### config.mk
export PLATFORM = sky130hd
export DESIGN_NAME = reg_file32
export DESIGN_NICKNAME = d
export VERILOG_FILES = /design/src/rtl/regfile_pkg.sv /design/src/rtl/regfile_wr_decoder.sv /design/src/rtl/reg_file32.sv
export SDC_FILE = /design/constraint.sdc
export NUM_CORES = 2
export LEC_CHECK = 0
export BUFFER_PORTS_ARGS = -buffer_cell sky130_fd_sc_hd__clkbuf_2
export CAP_MARGIN = 20
export CORE_MARGIN = 2
export CORE_UTILIZATION = 60
export DETAILED_ROUTE_END_ITERATION = 8
export PLACE_DENSITY = 0.76
export SKIP_LAST_GASP = 1
export SLEW_MARGIN = 10
export SYNTH_ARGS = -nofsm -noshare
export SYNTH_HDL_FRONTEND = slang
export SYNTH_SLANG_ARGS = --single-unit
### constraint.sdc
create_clock -name clk -period 3.5 [get_ports clk]
set_clock_uncertainty 0.15 [all_clocks]
set_input_delay 0.175 -clock clk [delete_from_list [all_inputs] [get_ports clk]]
set_output_delay 0.175 -clock clk [all_outputs]
set_load 0.01 [all_outputs]
### src/rtl/regfile_pkg.sv
// Shared widths and types for the Lab5 register file.
package regfile_pkg;

   localparam int DATA_W   = 32;
   localparam int NUM_REGS = 32;
   localparam int ADDR_W   = 5;

   typedef logic [ADDR_W-1:0] reg_addr_t;
   typedef logic [DATA_W-1:0] reg_data_t;

endpackage

### src/rtl/regfile_wr_decoder.sv
// Write-address decoder: one-hot register select, all zero when wr_en is low.
module regfile_wr_decoder #(
   parameter int ADDR_W   = regfile_pkg::ADDR_W,
   parameter int NUM_REGS = regfile_pkg::NUM_REGS
)(
   input  logic                wr_en,
   input  logic [ADDR_W-1:0]   wr_reg,
   output logic [NUM_REGS-1:0] wr_sel
);

   for (genvar gi = 0; gi < NUM_REGS; gi++) begin : g_sel
      assign wr_sel[gi] = wr_en && (wr_reg == ADDR_W'(gi));
   end

endmodule

### src/rtl/reg_file32.sv
// reg_file32: 32 x 32-bit register file, one write port, two registered read ports.
// Define REGFILE_BYPASS_EN to forward same-cycle write data to matching read ports.
module reg_file32 #(
   parameter int DATA_W   = regfile_pkg::DATA_W,
   parameter int NUM_REGS = regfile_pkg::NUM_REGS,
   parameter int ADDR_W   = regfile_pkg::ADDR_W,
   parameter int R0_ZERO  = 1
)(
   input  logic              clk,
   input  logic              reset_n,
   input  logic              wr_en,
   input  logic [ADDR_W-1:0] wr_reg,
   input  logic [DATA_W-1:0] wr_data,
   input  logic              rd_en,
   input  logic [ADDR_W-1:0] rd_reg1,
   input  logic [ADDR_W-1:0] rd_reg2,
   output logic [DATA_W-1:0] rd_data1,
   output logic [DATA_W-1:0] rd_data2,
   output logic              rd_valid
);
   import regfile_pkg::*;

   logic [NUM_REGS-1:0] wr_sel;
   logic [DATA_W-1:0]   regs_q [NUM_REGS];
   logic [DATA_W-1:0]   rd_data1_q, rd_data2_q, rd_data1_d, rd_data2_d;
   logic                rd_valid_q;

   regfile_wr_decoder #(
      .ADDR_W   (ADDR_W),
      .NUM_REGS (NUM_REGS)
   ) u_wr_decoder (
      .wr_en  (wr_en),
      .wr_reg (wr_reg),
      .wr_sel (wr_sel)
   );

   // Asynchronous clear forces flops for storage rather than a RAM macro.
   always_ff @(posedge clk or negedge reset_n) begin
      if (!reset_n) begin
         for (int i = 0; i < NUM_REGS; i++) regs_q[i] <= '0;
      end else begin
         for (int i = 0; i < NUM_REGS; i++) begin
            if (wr_sel[i] && !(R0_ZERO != 0 && i == 0)) regs_q[i] <= wr_data;
         end
      end
   end

   always_comb begin
      rd_data1_d = regs_q[rd_reg1];
      rd_data2_d = regs_q[rd_reg2];
`ifdef REGFILE_BYPASS_EN
      if (wr_en && wr_reg == rd_reg1) rd_data1_d = wr_data;
      if (wr_en && wr_reg == rd_reg2) rd_data2_d = wr_data;
`endif
      if (R0_ZERO != 0 && rd_reg1 == '0) rd_data1_d = '0;
      if (R0_ZERO != 0 && rd_reg2 == '0) rd_data2_d = '0;
   end

   always_ff @(posedge clk or negedge reset_n) begin
      if (!reset_n) begin
         rd_data1_q <= '0;
         rd_data2_q <= '0;
         rd_valid_q <= 1'b0;
      end else begin
         rd_valid_q <= rd_en;
         if (rd_en) begin
            rd_data1_q <= rd_data1_d;
            rd_data2_q <= rd_data2_d;
         end
      end
   end

   assign rd_data1 = rd_data1_q;
   assign rd_data2 = rd_data2_q;
   assign rd_valid = rd_valid_q;

endmodule

==> flow_metrics.env <==
export IMPL_maxCapViolations=0
export IMPL_maxSlewViolCount=0
export IMPL_synth_seq_cells=1057
export IMPL_rsz0062_at_grt="no"
export IMPL_status="completed"
export IMPL_synthCells=3584
export IMPL_cts_root_buf="clkbuf_16"
export IMPL_hpwl_mm=105.4
export IMPL_drcViolationCount=0
export IMPL_synth_distinct_cells=46
export IMPL_synthArstFlopShare=1.000
export IMPL_p_total_mw=36.35
export IMPL_h_tree_depth=3
export IMPL_grt_max_degree=112
export IMPL_grt_pass1_wl_mm=254.5
export IMPL_grt_use_total=0.3699
export IMPL_yosysWarnings=32
export IMPL_gp_congestion=0.8986
export IMPL_portBuffers=115
export IMPL_min_path_type="primary input to flip-flop"
export IMPL_clock_latency_ns=0.70
export IMPL_end_kind="flip-flop"
export IMPL_synthTopCellsByArea="dfrtp_1 48%, mux4_2 19%, mux2_2 19%"
export IMPL_ctsLongestPathBuffers=3
export IMPL_fin_crit_sh=0.8472
export IMPL_cp_num_buf_inv=4
export IMPL_die_area_sq_um=94270
export IMPL_core_sq_um=91390
export IMPL_wirelength_mm=171.6
export IMPL_first_pass_iters=7
export IMPL_worstMarginPinSlew_ns=1.218
export IMPL_powerDensity_nw_per_um2=590.9
export IMPL_ys_seq_area_frac=0.4800
export IMPL_cts_resized=0
export IMPL_synth_ff_type="dfrtp_1"
export IMPL_pin_count=116
export IMPL_final_layout_size_suffix_gt1_frac=0.5073
export IMPL_slew_limit_headroom=0.1860
export IMPL_synth_top_area_frac=0.4800
export IMPL_post_route_min_period_ns=2.965
export IMPL_place_area_sq_um=57450
export IMPL_setup_ws_ns=0.5349
export IMPL_vias_per_cell=7.448
export IMPL_rows=111
export IMPL_slowest_delay_ns=0.94
export IMPL_cts_tree="built"
export IMPL_syn_area_sq_um=55100
export IMPL_p_leak_nw=26.79
export IMPL_critPathKind="primary input to flip-flop"
export IMPL_clkTransAtPathRegs_ns=0.06
export IMPL_tns_ns=0
export IMPL_syn_nets=3635
export IMPL_worst_ir_drop_vdd_uv=453.2
export IMPL_slowest_stage="or3_2"
export IMPL_yosysTopAreaCell="dfrtp_1"
export IMPL_avgSynthCellArea_sq_um=15.37
export IMPL_nNetsFinal=3647
export IMPL_dpl_worst_slack_ns=0.3196
export IMPL_synth_edf_count=0
export IMPL_fp_dieW_um=307.0
export IMPL_utilization=0.6731
export IMPL_cp_arrival_ns=3.45
export IMPL_wl_per_cell_um=35.16
export IMPL_crit_chain="dlygate4sd3_1 -> clkbuf_2 -> inv_2 -> or3_2 -> a2111oi_0 -> buf_4 -> a221o_1"
export IMPL_nFillCells=6058
export IMPL_hold_viol_final=0
export IMPL_final_setup_viol_count=0
export IMPL_grt_overflow=0
export IMPL_max_freq_mhz=337.3
export IMPL_die_y_um=307.0
export IMPL_post_cts_buffers=0
export IMPL_design_area_sq_um=61510
export IMPL_syn2layout_area_growth_pct=11.64
export IMPL_grt_pass1_vias=37837
export IMPL_start_util=0.6029
export IMPL_path_max_fanout=30
export IMPL_clock_sinks=1057
export IMPL_cts_made_buffers=110
export IMPL_ant_nets=0
export IMPL_required_ns=3.99
export IMPL_antenna_found_initial=5
export IMPL_critPathTopFamily="buffers and inverters"
export IMPL_vias=36346
export IMPL_cp_start_kind="primary input"
export IMPL_first_iter_violations=4225
-- state kept, by name, summed over array words and instances (netlist names) --
| register | cells |
|---|---|
| regs_q | 992 |
| rd_data2 | 32 |
| rd_data1 | 32 |
| rd_valid | 1 |
-- per-stage QoR --
stage | instances | hold WS (ns)
finish | 4880 | 0.01259
global route | 4871 | 0.06560
detailed placement | 4653 | 0.1057
CTS | 4869 | 0.003363
global placement | 4653 | 0.1031
floorplan | 3584 | -0.2706
-- report_power, final --
group	switching, mW	internal [mW]	total, mW
clock network	4.99	7.49	12.5
registers	1.99	14.6	16.6
logic	2.91	4.33	7.24
total	9.90	26.5	36.3
-- area by class of cell --
type / instances / area (sq um) / area share
sequential: 1057 / 26450 / 0.4300
inverter: 5 / 18.77 / 0.0003051
tap: 1186 / 1484 / 0.02412
antenna: 10 / 25.02 / 0.0004068
multi-input combinational: 2132 / 27190 / 0.4421
clock buffer: 168 / 3302 / 0.05368
timing repair buffer: 290 / 2492 / 0.04052
clock inverter: 32 / 548.0 / 0.008909
-- cell usage in the layout, fill, tap and decap left out, types with 8 or more instances in the layout --
master,synthesis,layout
o22ai_1,17,17
a221o_1,59,59
o21ai_0,8,8
buf_12,0,38
clkbuf_2,0,107
mux2i_1,97,97
mux2_1,173,173
a221oi_1,45,45
o221ai_1,10,10
dlygate4sd3_1,0,16
nand2_2,0,11
mux4_2,465,465
o211ai_1,16,16
mux2_2,910,910
dfrtp_1,1057,1057
clkinv_2,0,11
nand2b_1,27,26
nor2_4,0,14
nor2_1,65,50
diode_2,0,10
a22o_1,50,50
clkbuf_8,0,32
bufinv_16,0,14
nor2b_1,21,15
a31oi_1,15,15
clkbuf_1,244,26
nor3_1,20,19
clkbuf_16,0,111
nand2_1,46,35
a22oi_1,10,10
buf_4,8,121
o21ai_1,8,8
a2111oi_0,30,30
-- path summary, 6_finish.rpt --
path / cells past startpoint / slack, ns / endpoint / startpoint
hold reg to reg: 1 / 0.36 / regs_q[784] / regs_q[784]
min in group asynchronous: 3 / 0.50 / regs_q[857] / reset_n
hold / removal: 4 / 0.01 / rd_data1[31] / rd_reg1[2]
setup reg to reg: 5 / 1.37 / rd_data1[24] / regs_q[760]
setup / recovery: 7 / 0.53 / rd_data1[24] / rd_en
max in group asynchronous: 4 / 1.18 / regs_q[805] / reset_n
-- cell usage after synthesis (15+ instances only) --
cell type	count
nor3_1	20
nor2_1	65
dfrtp_1	1057
o22ai_1	17
nand2b_1	27
buf_2	63
nor2b_1	21
o211ai_1	16
mux2_2	910
a22o_1	50
mux2i_1	97
a2111oi_0	30
a31oi_1	15
mux2_1	173
nand2_1	46
buf_1	67
mux4_2	465
clkbuf_1	244
a221oi_1	45
a221o_1	59
-- worst reg2reg max path, delay by kind of cell (launching register included) --
| family | cells | cell delay, ns |
|---|---|---|
| AO/OA/AOI/OAI | 2 | 0.99 |
| multiplexers | 2 | 0.32 |
| buffers and inverters | 1 | 0.23 |
| flip-flops | 1 | 0.37 |
-- layer usage --
metal | wire length, um | global-route usage
met1 | 65160 | 0.5080
met2 | 78840 | 0.5612
met3 | 19210 | 0.1011
met4 | 8317 | 0.1606
met5 | 34 | 0
-- cell families (layout without fill, tap and decap cells) --
| logic type | after synthesis | after routing | share of synthesized area |
|---|---|---|---|
| mux | 1645 | 1645 | 0.4290 |
| flops | 1057 | 1057 | 0.4800 |
| buf+inv | 395 | 495 | 0.02997 |
| compound gates | 281 | 281 | 0.04280 |
| simple gates | 206 | 206 | 0.01817 |
| other cells | 0 | 10 | 0 |
-- what timing repair did --
item | CTS | global route
endpoints found under the hold margin | 456 | 0
setup endpoints to repair | 0 | 0
hold buffers | 16 | 0
Power figures use the tool's default switching activity.
